$ cat src/rtl/three2eight_pulse_decoder_if.sv
// three2eight_pulse_decoder_if: handshake and one-hot output bundle for the pulse decoder.
// Signals:
//   in        encoded index from upstream (priority encoder)
//   valid     in is valid this cycle
//   ready     decoder can accept an index this cycle
//   out       registered one-hot output, zero when idle or in gap
//   out_valid high exactly while out is non-zero
//   err       sticky round-trip mismatch flag (constant 0 unless the check is built in)
// Modports: slave = decoder side, master = upstream/observer side.
interface three2eight_pulse_decoder_if #(
    parameter int IN_W  = 3,
    parameter int OUT_W = 8
);
    logic [IN_W-1:0]  in;
    logic             valid;
    logic             ready;
    logic [OUT_W-1:0] out;
    logic             out_valid;
    logic             err;

    modport slave  (input in, valid, output ready, out, out_valid, err);
    modport master (output in, valid, input ready, out, out_valid, err);
endinterface

$ cat src/rtl/three2eight_pulse_decoder.sv
// three2eight_pulse_decoder: registered 3-to-8 one-hot decoder holding each pulse HOLD cycles then one gap cycle.
// Ports:
//   clk    rising-edge clock
//   rst_n  asynchronous active-low reset
//   bus    three2eight_pulse_decoder_if.slave (in/valid/ready handshake, out/out_valid/err)
// Parameters: IN_W (index width), OUT_W (must be 2**IN_W), HOLD (1..255 cycles per pulse).
// Optional macro DEC_ROUNDTRIP_CHECK_EN: re-encodes out each ACTIVE cycle and raises sticky err on mismatch;
// without it err is tied to 0.
module three2eight_pulse_decoder #(
    parameter int IN_W  = 3,
    parameter int OUT_W = 8,
    parameter int HOLD  = 4
) (
    input logic                         clk,
    input logic                         rst_n,
    three2eight_pulse_decoder_if.slave  bus
);
    localparam int CW = (HOLD <= 2) ? 1 : $clog2(HOLD);

    if (OUT_W != 2 ** IN_W) begin : g_bad_width
        $error("OUT_W must equal 2**IN_W");
    end
    if (HOLD < 1 || HOLD > 255) begin : g_bad_hold
        $error("HOLD must be in 1..255");
    end

    typedef enum logic [1:0] {IDLE, ACTIVE, GAP} state_t;

    state_t           state, state_n;
    logic [OUT_W-1:0] out_q, out_n;
    logic             ov_q, ov_n;
    logic [CW-1:0]    cnt, cnt_n;
    logic [IN_W-1:0]  idx, idx_n;

    always_ff @(posedge clk or negedge rst_n) begin
        if (!rst_n) begin
            state <= IDLE;
            out_q <= '0;
            ov_q  <= 1'b0;
            cnt   <= '0;
            idx   <= '0;
        end else begin
            state <= state_n;
            out_q <= out_n;
            ov_q  <= ov_n;
            cnt   <= cnt_n;
            idx   <= idx_n;
        end
    end

    // In IDLE ready is high, so valid alone marks a transfer.
    // While ACTIVE the output is re-derived from the captured index, which keeps it one-hot by construction.
    always_comb begin
        state_n = state;
        out_n   = out_q;
        ov_n    = ov_q;
        cnt_n   = cnt;
        idx_n   = idx;
        unique case (state)
            IDLE: if (bus.valid) begin
                state_n = ACTIVE;
                out_n   = OUT_W'(1) << bus.in;
                ov_n    = 1'b1;
                cnt_n   = CW'(HOLD - 1);
                idx_n   = bus.in;
            end
            ACTIVE: if (cnt != '0) begin
                cnt_n = cnt - 1'b1;
                out_n = OUT_W'(1) << idx;
            end else begin
                state_n = GAP;
                out_n   = '0;
                ov_n    = 1'b0;
            end
            GAP:     state_n = IDLE;
            default: state_n = IDLE;
        endcase
    end

    assign bus.ready     = (state == IDLE);
    assign bus.out       = out_q;
    assign bus.out_valid = ov_q;

`ifdef DEC_ROUNDTRIP_CHECK_EN
    logic [IN_W-1:0] enc;
    logic            err_q;

    // Highest set bit wins, matching the upstream priority encoder.
    always_comb begin
        enc = '0;
        for (int i = 0; i < OUT_W; i++)
            if (out_q[i]) enc = IN_W'(i);
    end

    always_ff @(posedge clk or negedge rst_n) begin
        if (!rst_n) err_q <= 1'b0;
        else if (state == ACTIVE && ((ov_q && out_q == '0) || enc != idx)) err_q <= 1'b1;
    end

    assign bus.err = err_q;
`else
    assign bus.err = 1'b0;
`endif
endmodule
$ cat src/flat_wrapper.sv
// flat-port wrapper written by rule: the top's interface ports become plain ports
module three2eight_pulse_decoder_flat 
#(
    parameter int IN_W  = 3,
    parameter int OUT_W = 8,
    parameter int HOLD  = 4
)
  (clk, rst_n, bus_in, bus_valid, bus_ready, bus_out, bus_out_valid, bus_err);
  three2eight_pulse_decoder_if #(.IN_W(IN_W), .OUT_W(OUT_W)) bus_i ();
  input logic clk;
  input logic rst_n;
  input wire logic [$bits(bus_i.in)-1:0] bus_in;
  input wire logic [$bits(bus_i.valid)-1:0] bus_valid;
  output wire logic [$bits(bus_i.ready)-1:0] bus_ready;
  output wire logic [$bits(bus_i.out)-1:0] bus_out;
  output wire logic [$bits(bus_i.out_valid)-1:0] bus_out_valid;
  output wire logic [$bits(bus_i.err)-1:0] bus_err;
  assign bus_i.in = bus_in;
  assign bus_i.valid = bus_valid;
  assign bus_ready = bus_i.ready;
  assign bus_out = bus_i.out;
  assign bus_out_valid = bus_i.out_valid;
  assign bus_err = bus_i.err;
  three2eight_pulse_decoder #(.IN_W(IN_W), .OUT_W(OUT_W), .HOLD(HOLD)) u_core (.clk(clk), .rst_n(rst_n), .bus(bus_i));
endmodule
$ cat config.mk
export PLATFORM = sky130hd
export DESIGN_NAME = three2eight_pulse_decoder_flat
export DESIGN_NICKNAME = d
export VERILOG_FILES = /design/src/rtl/three2eight_pulse_decoder_if.sv /design/src/rtl/three2eight_pulse_decoder.sv /design/src/flat_wrapper.sv
export SDC_FILE = /design/constraint.sdc
export NUM_CORES = 1
export LEC_CHECK = 0
export CORE_ASPECT_RATIO = 1.4
export CORE_MARGIN = 2
export CORE_UTILIZATION = 35
export DETAILED_ROUTE_END_ITERATION = 8
export PLACE_DENSITY = 0.54
export SLEW_MARGIN = 20
export SYNTH_ARGS = -nofsm -noshare
export SYNTH_HDL_FRONTEND = slang
export SYNTH_SLANG_ARGS = --single-unit
export TNS_END_PERCENT = 5
$ cat constraint.sdc
create_clock -name clk -period 1.65 [get_ports clk]
set_clock_uncertainty 0.1 [all_clocks]
set_input_delay 0.2475 -clock clk [delete_from_list [all_inputs] [get_ports clk]]
set_output_delay 0.2475 -clock clk [all_outputs]
set_load 0.03 [all_outputs]
# Word level (Yosys, flattened, before mapping)
# Cells that the tools add are included.
[word_totals] reg_bits=16 output_inout_bits=11 elab_cells=32
[op_classes] shifts=2 n_eq_ne=4 mux=12 add_sub_neg=1 reduce_logical=8
[op_table] operator="two-way mux 8 bit" count=2
[op_table] operator="case mux 8 bit (2 select lines)" count=1
[op_table] operator="<< shifter 1 x 3 -> 8 bit (first input constant)" count=2
[op_table] operator="two-way mux 2 bit" count=4
[op_table] operator="case mux 2 bit (2 select lines)" count=2
[op_table] operator="AND reduction 2 bit" count=3
[op_table] operator="AND reduction 3 bit" count=2
[op_table] operator="inequality test 2 bit (second input constant)" count=2
[op_table] operator="nonzero test 2 bit" count=2
[op_table] operator="equality test 2 x 1 -> 1 bit (second input constant)" count=1
[op_table] operator="zero test 2 bit" count=1
[op_table] operator="two-way mux 1 bit" count=2
[op_table] operator="inequality test 2 x 1 -> 1 bit (second input constant)" count=1
[op_table] operator="case mux 1 bit (2 select lines)" count=1
[op_table] operator="subtractor 2 x 1 -> 2 bit (second input constant)" count=1

# Longest topological paths before layout
[logic_depth] ltp_word=3 mapped_depth=5

# Worst setup path before layout
# OpenSTA, ideal clock, no wires.
[synth_path] kind="register -> register" from="register u_core.state[0]" to="register u_core.idx[0]" stages_incl_launch_ff=5 n_path_buf=1 t_arrival_ns=1.529 required_time_ns=1.423 period_less_slack_ns=1.756 slack_ns=-0.106 cell_sequence="dfrtp_1 buf_4 nor2_1 and2_4 mux2_1"
[synth_via] elab_chain_cells=2
[synth_lines] item="start: declaration" line="three2eight_pulse_decoder.sv:29" source="state_t state, state_n;"
[synth_lines] item="start signal: assignment" line="three2eight_pulse_decoder.sv:43" source="state <= state_n;"
[synth_lines] item="zero test 2 bit"
[synth_lines] item="net bus_ready" line="flat_wrapper.sv:14" source="output wire logic [$bits(bus_i.ready)-1:0] bus_ready;"
[synth_lines] item="AND reduction 2 bit (no source line)"
[synth_lines] item="end signal: assignment" line="three2eight_pulse_decoder.sv:47" source="idx <= idx_n;"
[synth_lines] item="end: declaration" line="three2eight_pulse_decoder.sv:33" source="logic [IN_W-1:0] idx, idx_n;"
# The timed path passes the listed nets, and every way through them passes these cells.
# A chain may end at the register's enable or synchronous reset.

# Worst setup path in the final report
[layout_path] from="register u_core.state[0]" to="output bus_ready"
[layout_via] elab_chain_cells=1
[layout_lines] item="zero test 2 bit" line="three2eight_pulse_decoder.sv:80" source="assign bus.ready = (state == IDLE);"
[layout_lines] item="end: declaration" line="flat_wrapper.sv:14"
# Every way passes these cells.

==> impl_metrics.json <==
{
  "drive_above_1_share": 0.152,
  "synthesis.area_sq_um": 840,
  "avgViaCountPerCell": 5.38,
  "peakVddDrop_uv": 1210,
  "die_width_um": 45.4,
  "postPlaceCellArea_sq_um": 1010,
  "power.density_nw_per_um2": 1970,
  "netlist.area_leader.share": 0.477,
  "dominantRegCellSynth": "sky130_fd_sc_hd__dfrtp_1",
  "netlist_instances": 82,
  "rsz0062_at_grt": "no",
  "main_area_contributors_after_synthesis": "sky130_fd_sc_hd__dfrtp_1 48%, sky130_fd_sc_hd__a32oi_1 5.2%, sky130_fd_sc_hd__nor2_1 4.0%",
  "synth_largest_area_cell": "sky130_fd_sc_hd__dfrtp_1",
  "end_kind": "primary output",
  "path_class": "flip-flop to primary output",
  "post-route-drc-count": 0,
  "synthArstFlopShare": 1.00,
  "critical_path_arrival_ps": 1140,
  "num-fill-cells": 231,
  "worst_case_setup_slack_after_placement_ps": 110,
  "timing.final.hold_violations": 0,
  "grt.overflow.total": 0,
  "final_routed_wire_length_divided_by_cell_count_um": 14.0,
  "ys_warn_count": 0,
  "max_freq_mhz": 673,
  "globalRouteTotalUtil": 0.132,
  "core_area_sq_um": 2340,
  "gp_congestion": 0.805,
  "vias_post_dr": 656,
  "status": "complete, no violations",
  "yosys.cell_count.top_type": "sky130_fd_sc_hd__dfrtp_1",
  "cp_data_required_time_ps": 1300,
  "final-max-slew-violation-count": 0,
  "multi_input_comb_area_sq_um": 394,
  "cts_buffers": 3,
  "placementRows": 21,
  "syn_area_per_cell_sq_um": 10.2,
  "fp.dieH_um": 62.0,
  "clock_tree.root_cell": "sky130_fd_sc_hd__clkbuf_4",
  "port_buffer_count": 15,
  "synth_common_cells": "16 x sky130_fd_sc_hd__dfrtp_1, 9 x sky130_fd_sc_hd__nor2_1, 6 x sky130_fd_sc_hd__o21ai_0",
  "cts.path.max_buffers": 2,
  "cts_post_setup_buffers_inserted": 0,
  "grt_pass1_wl_um": 2720,
  "min_path_type": "input port to asynchronous set/reset pin",
  "finish.instance_area_sq_um": 1030,
  "first_global_vias": 610,
  "initialDrtViolationCount": 13,
  "detail_route.wirelength_um": 1710,
  "boundaryPins": 17,
  "yosys_register_bits": 16,
  "cts_sinks": 16,
  "holdBufCountCts": 0,
  "antennaDiodeCount": 0,
  "starting_density": 0.359,
  "ant_nets": 0,
  "tritoncts_clock_tree": "yes",
  "worstSetupStartpointType": "flip-flop",
  "total_power_mw": 2.04,
  "maximum_number_of_pins_on_one_net_before_global_route_repair": 17,
  "htree_levels": 1,
  "number_of_antenna_violations_at_the_first_check_in_global_routing": 0,
  "area.sequential_sq_um": 400,
  "count_of_flip_flops_with_a_built_in_enable_after_synthesis": 0,
  "final_nets": 108,
  "largest_fanout_on_the_critical_path": 11,
  "timing.final.crit_period_ps": 1490,
  "clock_insertion_delay_worst_skew_ps": 290,
  "timing.max_cap.violations": 0,
  "synth-seq-area-share": 0.477,
  "setup_slack_ps": 164,
  "place.detailed.hpwl_um": 1300,
  "synth_nets": 90,
  "total_leakage_power_nw": 0.476,
  "synth_cell_type_count": 25,
  "fp.dieArea_sq_um": 2810,
  "finalSetupTns_ps": 0,
  "worst_setup_hold_path_clk_slew_ps": 100,
  "layout_worst_path_cycle_share": 0.900,
  "setup_viol": 0,
  "worst-r2r-setup-slack_ps": 220,
  "detail_route.first_pass.iterations": 4,
  "flow.area_growth_from_synthesis_pct": 23.1
}
==> routing by layer <==
metal | global-route usage | vias to the layer above | part of all wire
li1 | - | 333 | -
met1 | 0.167 | 301 | 0.44
met2 | 0.219 | 18 | 0.50
met3 | 0.0173 | 4 | 0.040
met4 | 0.0630 | 0 | 0.015
met5 | 0 | - | 0
==> area by class of cell <==
cell class	instances	share of cell area
flip-flops and latches	16	0.387
multi-input cells	57	0.381
repair buffers	18	0.154
clock buffers	4	0.0351
well taps	23	0.0278
inverters	4	0.0145
==> logic make-up after synthesis <==
kind of cell	count (synthesis)	synth area share
AO/OA/AOI/OAI	19	0.159
adder cells (fa/ha/maj)	2	0.0298
buffers and inverters	9	0.0566
flip-flops	16	0.477
multiplexers	5	0.0656
other	1	0.00447
AND/OR/NAND/NOR	30	0.207
==> report_power, final <==
| group | total [mW] | switching, mW | internal [mW] | leakage [nW] |
|---|---|---|---|---|
| sequential | 0.727 | 0.154 | 0.574 | 0.198 |
| clock | 0.262 | 0.128 | 0.134 | 0.0210 |
| combinational | 1.05 | 0.623 | 0.423 | 0.257 |
==> worst paths after layout <==
path,start,to,depth (start not counted)
worst max-delay path,u_core.state[0],bus_ready,2
worst min-delay path,rst_n,u_core.bus.out[0],2
worst max register to register,u_core.state[1],u_core.bus.out[1],3
worst min register to register,u_core.bus.out[1],u_core.bus.out[1],2
max in group asynchronous,rst_n,u_core.bus.out_valid,2
min in group clk,u_core.bus.out[1],u_core.bus.out[1],2
==> placed cells by master, fill, tap and decap left out, types with 2 or more instances in the layout <==
cell and instances:
sky130_fd_sc_hd__a22oi_1 2, sky130_fd_sc_hd__a31oi_1 3, sky130_fd_sc_hd__a32oi_1 5, sky130_fd_sc_hd__and4bb_2 2
sky130_fd_sc_hd__buf_4 4, sky130_fd_sc_hd__clkbuf_4 3, sky130_fd_sc_hd__clkdlybuf4s50_1 5, sky130_fd_sc_hd__dfrtp_1 16
sky130_fd_sc_hd__dlygate4sd2_1 9, sky130_fd_sc_hd__ha_1 2, sky130_fd_sc_hd__inv_1 4, sky130_fd_sc_hd__mux2_1 3
sky130_fd_sc_hd__nand2_1 5, sky130_fd_sc_hd__nand2b_1 2, sky130_fd_sc_hd__nand3_1 2, sky130_fd_sc_hd__nand4_1 4
sky130_fd_sc_hd__nor2_1 8, sky130_fd_sc_hd__nor2b_1 4, sky130_fd_sc_hd__o21ai_0 6
==> timing repair <==
| item | in CTS | in global routing |
|---|---|---|
| hold endpoints to repair | 0 | 0 |
| setup endpoints to repair | 9 | 0 |
| gates resized for setup | 9 | 0 |
==> registers in the layout (all words and copies together) (netlist names) <==
register and cells:
u_core.idx 3, u_core.bus.out 8, u_core.state 2, u_core.bus.out_valid 1, u_core.cnt 2
==> critical path: stages (launching register included) <==
cell and delay [ps]:
sky130_fd_sc_hd__dfrtp_1 500, sky130_fd_sc_hd__nor2_2 180, sky130_fd_sc_hd__buf_4 170
==> metrics by stage <==
| step | hold WS [ps] | utilization | instances |
|---|---|---|---|
| after floorplan | -148 | - | 82 |
| after global placement | 365 | 0.431 | 118 |
| after detailed placement | 369 | 0.431 | 118 |
| after CTS | 174 | 0.442 | 122 |
| after global routing | 181 | 0.442 | 122 |
| final | 166 | 0.442 | 122 |
No activity file was read; power rests on OpenSTA's default activity.
